===== src/rtl/elevator_door_fsm.sv =====
// Door cycle controller for an N-floor car: open, dwell, close, obstruction reversal.
// Motor commands and status flags are all registered; motion is permitted only while closed.
module elevator_door_fsm #(
    parameter int NUM_FLOORS    = 6,
    parameter int TRAVEL_CYCLES = 4,
    parameter int DWELL_CYCLES  = 8
) (
    input  logic                  clk,
    input  logic                  reset,
    input  logic [NUM_FLOORS-1:0] currentFloor,
    input  logic                  car_stopped,
    input  logic                  open_req,
    input  logic                  close_req,
    input  logic                  obstruct,
    output logic [NUM_FLOORS-1:0] openDoor,
    output logic [NUM_FLOORS-1:0] closeDoor,
    output logic                  door_closed,
    output logic                  closed_pulse,
    output logic                  door_fault
);

    localparam int MAXC = (TRAVEL_CYCLES > DWELL_CYCLES) ?
                          TRAVEL_CYCLES : DWELL_CYCLES;
    localparam int TW   = $clog2(MAXC + 1);

    localparam logic [TW-1:0] TRAVEL_LAST = TW'(TRAVEL_CYCLES - 1);
    localparam logic [TW-1:0] DWELL_LAST  = TW'(DWELL_CYCLES - 1);
    localparam logic [TW-1:0] T_ZERO      = '0;
    localparam logic [TW-1:0] T_ONE       = TW'(1);

    localparam logic [NUM_FLOORS-1:0] F_ZERO = '0;
    localparam logic [NUM_FLOORS-1:0] F_ONE  = {{(NUM_FLOORS-1){1'b0}}, 1'b1};

    typedef enum logic [1:0] {
        S_CLOSED,
        S_OPENING,
        S_OPEN,
        S_CLOSING
    } state_t;

    state_t                  state_q, state_d;
    logic [TW-1:0]           timer_q, timer_d;
    logic [NUM_FLOORS-1:0]   floor_q, floor_d;
    logic [NUM_FLOORS-1:0]   open_q, open_d;
    logic [NUM_FLOORS-1:0]   close_q, close_d;
    logic                    closed_q, closed_d;
    logic                    pulse_q, pulse_d;
    logic                    fault_q, fault_d;
    logic [NUM_FLOORS-1:0]   lowest_floor;

    // Isolate the lowest set bit so a multi-hot floor bus picks the lowest floor.
    assign lowest_floor = currentFloor & (~currentFloor + F_ONE);

    // Next-state, timer, floor latch and registered-output next values.
    always_comb begin
        state_d  = state_q;
        timer_d  = timer_q;
        floor_d  = floor_q;
        pulse_d  = 1'b0;
        fault_d  = fault_q;
        open_d   = F_ZERO;
        close_d  = F_ZERO;
        closed_d = 1'b0;

        if (state_q != S_CLOSED && !car_stopped) begin
            fault_d = 1'b1;
        end

        unique case (state_q)
            S_CLOSED: begin
                if (open_req && car_stopped && currentFloor != F_ZERO) begin
                    floor_d = lowest_floor;
                    timer_d = TRAVEL_LAST;
                    state_d = S_OPENING;
                end
            end
            S_OPENING: begin
                if (timer_q == T_ZERO) begin
                    timer_d = DWELL_LAST;
                    state_d = S_OPEN;
                end else begin
                    timer_d = timer_q - T_ONE;
                end
            end
            S_OPEN: begin
                if (obstruct || open_req) begin
                    timer_d = DWELL_LAST;
                end else if (close_req) begin
                    timer_d = TRAVEL_LAST;
                    state_d = S_CLOSING;
                end else if (timer_q == T_ZERO) begin
                    timer_d = TRAVEL_LAST;
                    state_d = S_CLOSING;
                end else begin
                    timer_d = timer_q - T_ONE;
                end
            end
            S_CLOSING: begin
                if (obstruct || open_req) begin
                    // Reopen for as long as the door has been closing so far.
                    timer_d = TRAVEL_LAST - timer_q;
                    state_d = S_OPENING;
                end else if (timer_q == T_ZERO) begin
                    timer_d = T_ZERO;
                    floor_d = F_ZERO;
                    pulse_d = 1'b1;
                    state_d = S_CLOSED;
                end else begin
                    timer_d = timer_q - T_ONE;
                end
            end
            default: begin
                state_d = S_CLOSED;
                timer_d = T_ZERO;
                floor_d = F_ZERO;
            end
        endcase

        // Outputs follow the state being entered so they are registered with it.
        unique case (state_d)
            S_OPENING: open_d   = floor_d;
            S_CLOSING: close_d  = floor_d;
            S_CLOSED:  closed_d = 1'b1;
            default:   closed_d = 1'b0;
        endcase
    end

    // State, timer, latched floor and output registers with async reset.
    always_ff @(posedge clk or posedge reset) begin
        if (reset) begin
            state_q  <= S_CLOSED;
            timer_q  <= T_ZERO;
            floor_q  <= F_ZERO;
            open_q   <= F_ZERO;
            close_q  <= F_ZERO;
            closed_q <= 1'b1;
            pulse_q  <= 1'b0;
            fault_q  <= 1'b0;
        end else begin
            state_q  <= state_d;
            timer_q  <= timer_d;
            floor_q  <= floor_d;
            open_q   <= open_d;
            close_q  <= close_d;
            closed_q <= closed_d;
            pulse_q  <= pulse_d;
            fault_q  <= fault_d;
        end
    end

    assign openDoor     = open_q;
    assign closeDoor    = close_q;
    assign door_closed  = closed_q;
    assign closed_pulse = pulse_q;
    assign door_fault   = fault_q;

endmodule


===== config.mk =====
export PLATFORM = sky130hd
export DESIGN_NAME = elevator_door_fsm
export DESIGN_NICKNAME = d
export VERILOG_FILES = /design/src/rtl/elevator_door_fsm.sv
export SDC_FILE = /design/constraint.sdc
export NUM_CORES = 1
export LEC_CHECK = 0
export CAP_MARGIN = 20
export CORE_MARGIN = 3
export CORE_UTILIZATION = 35
export DETAILED_ROUTE_END_ITERATION = 7
export SYNTH_ARGS = -nofsm -noshare
export SYNTH_HDL_FRONTEND = slang
export SYNTH_SLANG_ARGS = --single-unit

===== constraint.sdc =====
create_clock -name clk -period 2 [get_ports clk]
set_input_delay 0.3 -clock clk [delete_from_list [all_inputs] [get_ports clk]]
set_output_delay 0.3 -clock clk [all_outputs]
set_load 0.02 [all_outputs]

==> results of run 1 <==
## layer usage
metal / track usage [%] / routed length [um] / up-vias
met1: 22.6 / 1780 / 651
met2: 25.1 / 1790 / 47
met4: 3.13 / 42 / 0
met3: 3.84 / 245 / 7
met5: 0 / 0 / -
li1: - / - / 669
## cells by family (layout without fill, tap and decap cells)
| group | after synthesis | after routing | share of synthesized area (%) |
|---|---|---|---|
| AO/OA/AOI/OAI | 49 | 49 | 23.8 |
| XOR/XNOR | 1 | 1 | 0.598 |
| adder cells (fa/ha/maj) | 6 | 6 | 5.12 |
| buffers and inverters | 19 | 85 | 6.23 |
| flip-flops | 27 | 27 | 46.2 |
| AND/OR/NAND/NOR | 44 | 44 | 18.0 |
## Yosys cell counts (2+ instances only)
cell,n
o21a_1,2
o21ai_0,8
nor3b_1,4
o32a_1,2
buf_6,2
a21boi_1,3
o32ai_1,2
a22oi_1,2
dfrtp_1,26
inv_1,12
nor3_1,5
nor4_1,2
ha_1,6
a21o_1,4
a21oi_1,7
a22o_1,2
and3_1,4
nand2_1,7
buf_2,4
a211oi_1,5
a311oi_1,2
nand4bb_1,2
nand2b_1,2
and2_1,5
a21boi_0,2
nor2_1,5
## through the flow
step / setup WS (ns) / TNS, ns / utilization (%) / instances / hold slack, ns
finish: 0.0800 / 0 / 56.9 / 260 / 0.373
global route: -0.0110 / -0.0112 / 56.9 / 260 / 0.432
CTS: -0.0253 / -0.0989 / 54.4 / 255 / 0.388
detailed placement: -0.293 / -3.70 / 52.3 / 250 / 0.472
global placement: -0.263 / -3.28 / 52.3 / 250 / 0.461
floorplan: 0.120 / 0 / - / 146 / 0.352
## final cells by class
class | instances | area, um^2 | area share [%]
multi-input combinational | 100 | 771 | 35.2
clock buffer | 3 | 41.3 | 1.88
inverter | 12 | 45.0 | 2.06
timing repair buffer | 69 | 587 | 26.8
sequential | 27 | 679 | 31.0
clock inverter | 1 | 7.51 | 0.343
tap | 48 | 60.1 | 2.74
## state kept, by name (all words and copies together), names as in the netlist
| name | flops |
|---|---|
| closeDoor | 6 |
| floor_q | 6 |
| openDoor | 6 |
| timer_q | 4 |
| state_q | 2 |
| closed_pulse | 1 |
| door_closed | 1 |
| door_fault | 1 |
## worst max path at each step
stage,from,endpoint,slack (ns),depth (start not counted)
after detailed placement,open_req,door_closed,-0.29,7
after global routing,state_q[0],door_closed,-0.01,9
after global placement,open_req,door_closed,-0.26,7
after CTS,state_q[0],closeDoor[2],-0.03,9
after floorplan,state_q[1],openDoor[0],0.12,7
final,state_q[0],closeDoor[0],0.08,9
## power by group through the flow
| stage | Clock (mW) | Combinational (mW) | Sequential, mW |
|---|---|---|---|
| 5_1_grt | 0.349 | 2.11 | 0.794 |
| 3_3_place_gp | 0 | 1.63 | 0.770 |
| 3_5_place_dp | 0 | 1.65 | 0.776 |
| 6_report | 0.315 | 1.94 | 0.771 |
| 4_1_cts | 0.328 | 1.73 | 0.772 |
| 2_1_floorplan | 0 | 0.858 | 0.834 |
## critical path, stage by stage, from the launching register on
cell and delay [ns]:
dfrtp_2 0.42, inv_2 0.08, ha_4 0.17, nor3b_4 0.15
a22o_1 0.19, buf_4 0.15, buf_4 0.16, a22o_1 0.19
buf_6 0.14, a211oi_2 0.19
## what timing repair did
action,in CTS,in global routing
cloned,0,0
setup buffers,1,5
setup endpoints to repair,15,17
hold buffers,0,0
pin swaps,1,2
resized for setup,8,14
endpoints found under the hold margin,0,0
==> metrics, run 1 <==
fraction of layout cells with a size suffix above 1=30.7%; Antenna diodes=0; Post-Syn Area=1470 um^2; reg2reg setup slack=0.08 ns; total number of vias=1374; initial antenna violation count=0; most frequent cells in the layout=buf_4, clkdlybuf4s50_1, dfrtp_1; H-tree depth=1; Ys Warns=0; final net count=231; CTS Buf Count=3; crit end category=flop; Layout area overhead=49.5%; TritonRoute pass-1 iters=4; DRT antenna net count=0; WL per Instance=14.8 um; critical path class=flop to flop; Max Slew Vio Count=0; drt total wl=3860 um; Pwr Density=1380 nW/um^2; Internal=1.82 mW; Sw Ratio=39.9%; post-route cell area=2190 um^2; Yosys top cell area share=44.4%; Pleak=1.00 nW; Worst Skew=0.00818 ns; Initial Util=38.0%; ys async rst share=100%; CP startpoint kind=flop; worst-margin pin slew=0.408 ns; status=complete, no violations; most common cell after layout, fill and taps aside=buf_4; MaxCap Viol Count=0; #FFs+latches synth=27; post-layout min period=1.92 ns; synth top area cells=dfrtp_1, ha_1, inv_1, o21ai_0, a211oi_1; Clock Latency Late Sink=0.28 ns; synthesized area per cell=10.0 um^2; Pwr Total=3.03 mW; clk root buf=clkbuf_8; Psw=1.21 mW; post-DP HPWL=2890 um; Vias/cell=5.28; Fin. Hold Viols=0; Reg-to-Reg End=closeDoor[0]; Post-synth top flop=dfrtp_1; sequential share of power=25.5%; Worst-path clk slew=0.10 ns; RR Startpoint=state_q[0]; Bufs on Longest Clock Path=2; die width=70.7 um; vias in the first global route=1364; Worst EP required=2.20 ns; largest net degree at the start of global routing=28; DR iter-0 viols=83; distinct cell type count of the synthesized netlist=45; r2r worst-path depth=9; Die Ht=70.7 um; Peak Freq=0.521 GHz; CTS tree=done; cell accounting for the most synthesized area=dfrtp_1; fillers=349; gpl congestion=0.927; Remaining DRCs=0; first-pass GRT wire length=6520 um; Comb power frac=64.1%; Min-Delay Path Class=input pin to asynchronous set/reset pin; total grt overflow=0; I/O pin count=27; register area share after synthesis=46.2%; Post-synth EDFFs=0; IO buf count=26; period utilisation layout=96.0%; row count=22; WP data arrival=2.12 ns; slew margin rel.=72.5%; Cells after Synth=146; Final Setup Violations=0; post-place instance area=2020 um^2; total die area=5000 um^2; Synthesized Nets=164; Clk network pwr share=10.4%; Crit Path Max Fanout=8; GRT Total Usage=16.0%; # clock sinks=27; core area=3850 um^2; Max VDD drop=0.000572 V
(Power assumes the default switching activity.)
==> run 2, diff against run 1 <==
SKIP_CTS_REPAIR_TIMING = 1   (was not set)
==> metrics, run 2 (synthesis gave the netlist of run 1 again) <==
Pwr Total=3.03 mW; Clock Latency Late Sink=0.28 ns; Peak Freq=0.512 GHz; clk root buf=clkbuf_8; Vias/cell=5.23; post-route cell area=2190 um^2; WL per Instance=14.8 um; critical path class=flop to flop; Pleak=1.00 nW; Remaining DRCs=0; Layout area overhead=49.6%; DR iter-0 viols=80; Max Slew Vio Count=0; Crit. Startpoint=state_q[1]; crit end category=flop; DRT antenna net count=0; die width=70.7 um; slew margin rel.=70.5%; Max VDD drop=0.000623 V; final net count=231; CTS tree=done; Placed Cells=250; vias in the first global route=1359; IO buf count=26; MaxCap Viol Count=0; first-pass GRT wire length=6400 um; Worst Skew=0.00690 ns; row count=22; H-tree depth=1; Bufs on Longest Clock Path=2; drt total wl=3850 um; worst-margin pin slew=0.438 ns; total number of vias=1360; Final Worst Setup Slack=0.0458 ns; total die area=5000 um^2; Pwr Density=1380 nW/um^2; most common cell after layout, fill and taps aside=buf_4; post-DP HPWL=2890 um; post-layout min period=1.95 ns; Worst EP required=2.19 ns; Crit Path Max Fanout=8; reg2reg setup slack=0.05 ns; Fin. Hold Viols=0; Final Setup Violations=0; CTS Buf Count=3; status=complete, no violations; TritonRoute pass-1 iters=5; post-place instance area=2020 um^2; Initial Util=38.0%; most frequent cells in the layout=buf_4, clkdlybuf4s50_1, dfrtp_1; core area=3850 um^2; Die Ht=70.7 um; GRT Total Usage=15.7%; fraction of layout cells with a size suffix above 1=30.2%; period utilisation layout=97.7%; # clock sinks=27; WP data arrival=2.15 ns; Critical Path End=closeDoor[5]; largest net degree at the start of global routing=28; r2r worst-path depth=9; Worst-path clk slew=0.10 ns; total grt overflow=0; gpl congestion=0.927; CP startpoint kind=flop; I/O pin count=27; Reg-to-Reg End=closeDoor[5]; Place WS=-0.293 ns; Antenna diodes=0; fin cells=260; Final Util=56.9%; initial antenna violation count=0; RR Startpoint=state_q[1]; Min-Delay Path Class=input pin to asynchronous set/reset pin
## run 2: cell counts in the layout (fill, tap and decap cells not counted)
Identical to the previous run, type by type.
## run 2: report_power, final
part	internal (mW)	leakage, nW	total [mW]	switching [mW]
Sequential	0.697	0.355	0.767	0.0703
Combinational	0.986	0.628	1.95	0.962
Clock	0.142	0.0217	0.316	0.174
Total	1.82	1.00	3.03	1.21
## run 2: critical path: stages (launching register included)
cell and delay [ns]:
dfrtp_2 0.41, inv_1 0.11, ha_4 0.18, nor3b_4 0.15, a22o_1 0.19, buf_4 0.15, buf_4 0.16, a22o_1 0.19
buf_6 0.15, nor3b_1 0.17
## run 2: cell type report
type	instances	area, um^2
repair buffers	69	587
flip-flops and latches	27	678
well taps	48	60.1
multi-input cells	100	773
inverters	12	45.0
fillers	348	1660
clock inverters	1	7.51
clock buffers	3	41.3
## run 2: worst min path at each step
| stage | end | slack, ns | cells past startpoint |
|---|---|---|---|
| CTS | closeDoor[1] | 0.39 | 3 |
| floorplan | closeDoor[0] | 0.35 | 1 |
| global placement | timer_q[3] | 0.46 | 2 |
| detailed placement | door_fault | 0.47 | 1 |
| global route | openDoor[1] | 0.43 | 3 |
| finish | closeDoor[1] | 0.37 | 3 |
## run 2: routing by layer
layer | up-vias | share of wire (%) | GRT usage (%)
met5 | - | 0 | 0
met4 | 0 | 1.0 | 3.13
met3 | 6 | 6.0 | 3.84
met2 | 40 | 46 | 24.9
met1 | 647 | 47 | 21.8
li1 | 667 | - | -
## run 2: metrics by stage
| step | hold slack [ns] | setup TNS, ns |
|---|---|---|
| final | 0.370 | 0 |
| after detailed placement | 0.472 | -3.70 |
| after global routing | 0.432 | -0.0261 |
| after CTS | 0.388 | -2.71 |
| after global placement | 0.461 | -3.28 |
| after floorplan | 0.352 | 0 |
==> run 3, diff against run 2 <==
RECOVER_POWER = 50   (was not set)
==> metrics, run 3 (synthesis gave the netlist of run 1 again) <==
period utilisation layout=98.3%; Worst Skew=0.00748 ns; Layout area overhead=49.4%; Worst EP required=2.19 ns; drt total wl=3850 um; Comb power frac=64.2%; largest net degree at the start of global routing=28; total number of vias=1362; Final Setup Violations=0; Bufs on Longest Clock Path=2; row count=22; post-route cell area=2190 um^2; most frequent cells in the layout=buf_4, dfrtp_1, clkdlybuf4s50_1; H-tree depth=1; post-place instance area=2020 um^2; first-pass GRT wire length=6400 um; IO buf count=26; Internal=1.82 mW; Pleak=1.02 nW; Clock Latency Late Sink=0.28 ns; Clk network pwr share=10.5%; clk root buf=clkbuf_8; Psw=1.21 mW; final net count=231; final setup TNS=0 ns; Remaining DRCs=0; Crit Path Max Fanout=8; DRT antenna net count=0; CP startpoint kind=flop; WL per Instance=14.8 um; worst-margin pin slew=0.650 ns; Worst-path clk slew=0.10 ns; Hold WS=0.482 ns; I/O pin count=27; # clock sinks=27; Placed Cells=250; post-DP HPWL=2890 um; total grt overflow=0; most common cell after layout, fill and taps aside=buf_4; slew margin rel.=56.7%; core area=3850 um^2; die width=70.7 um; fraction of layout cells with a size suffix above 1=30.2%; vias in the first global route=1359; initial antenna violation count=0; Max VDD drop=0.000623 V; DR iter-0 viols=74; fillers=348; total die area=5000 um^2; reg2reg setup slack=0.03 ns; post-layout min period=1.97 ns; WP data arrival=2.16 ns; TritonRoute pass-1 iters=4; MaxCap Viol Count=0; status=complete, no violations; sequential share of power=25.3%; fin cells=260; Die Ht=70.7 um; critical path class=flop to flop; Initial Util=38.0%; Min-Delay Path Class=flop to flop; Vias/cell=5.24; Sw Ratio=39.9%; Pwr Density=1380 nW/um^2; crit end category=flop; Antenna diodes=0; Fin. Hold Viols=0; CTS tree=done; Pwr Total=3.02 mW; Max Slew Vio Count=0; Peak Freq=0.509 GHz; CTS Buf Count=3; gpl congestion=0.927; GRT Total Usage=15.7%
==> run 3: changes by cell type in the layout (fill, tap and decap cells not counted) <==
cell             delta
clkbuf_2            +1
clkdlybuf4s50_1     -5
buf_4               -1
dlygate4sd3_1       +5
==> run 3: metrics by stage <==
stage	utilization [%]	setup slack [ns]
after floorplan	-	0.120
after global placement	52.3	-0.263
after detailed placement	52.3	-0.293
after CTS	53.6	-0.229
after global routing	56.8	-0.0199
final	56.8	0.0345
==> run 3: cell type report <==
class	count	area, um^2	area share, %
flip-flops and latches	27	678	31.0
inverters	12	45.0	2.06
repair buffers	69	584	26.7
well taps	48	60.1	2.74
multi-input cells	100	773	35.3
clock inverters	1	7.51	0.343
clock buffers	3	41.3	1.89
==> run 3: worst paths after layout <==
path	start	end	cells after the start
setup / recovery	state_q[1]	closeDoor[5]	9
hold / removal	door_fault	door_fault	1
setup reg to reg	state_q[1]	closeDoor[5]	9
hold reg to reg	door_fault	door_fault	1
max in group asynchronous	reset	state_q[1]	3
min in group asynchronous	reset	closeDoor[1]	3
==> run 3: worst max-delay path: stages, from the launching register on <==
cell	delay, ns
dfrtp_2	0.41
inv_1	0.11
ha_4	0.19
nor3b_4	0.15
a22o_1	0.19
buf_4	0.15
buf_4	0.16
a22o_1	0.19
buf_6	0.15
nor3b_1	0.17
==> run 3: power by group through the flow <==
| stage | clock network [mW] | registers (mW) | logic, mW |
|---|---|---|---|
| 2_1_floorplan | 0 | 0.834 | 0.858 |
| 3_3_place_gp | 0 | 0.770 | 1.63 |
| 3_5_place_dp | 0 | 0.776 | 1.65 |
| 4_1_cts | 0.328 | 0.768 | 1.66 |
| 5_1_grt | 0.349 | 0.790 | 2.11 |
| 6_report | 0.316 | 0.766 | 1.94 |
==> run 3: routing by layer <==
metal  GRT usage (%)  wire length (um)  vias up
li1                -                 -      667
met1            21.8              1840      655
met2            24.9              1770       34
met3            3.84               197        6
met4            3.13                40        0
met5               0                 0        -
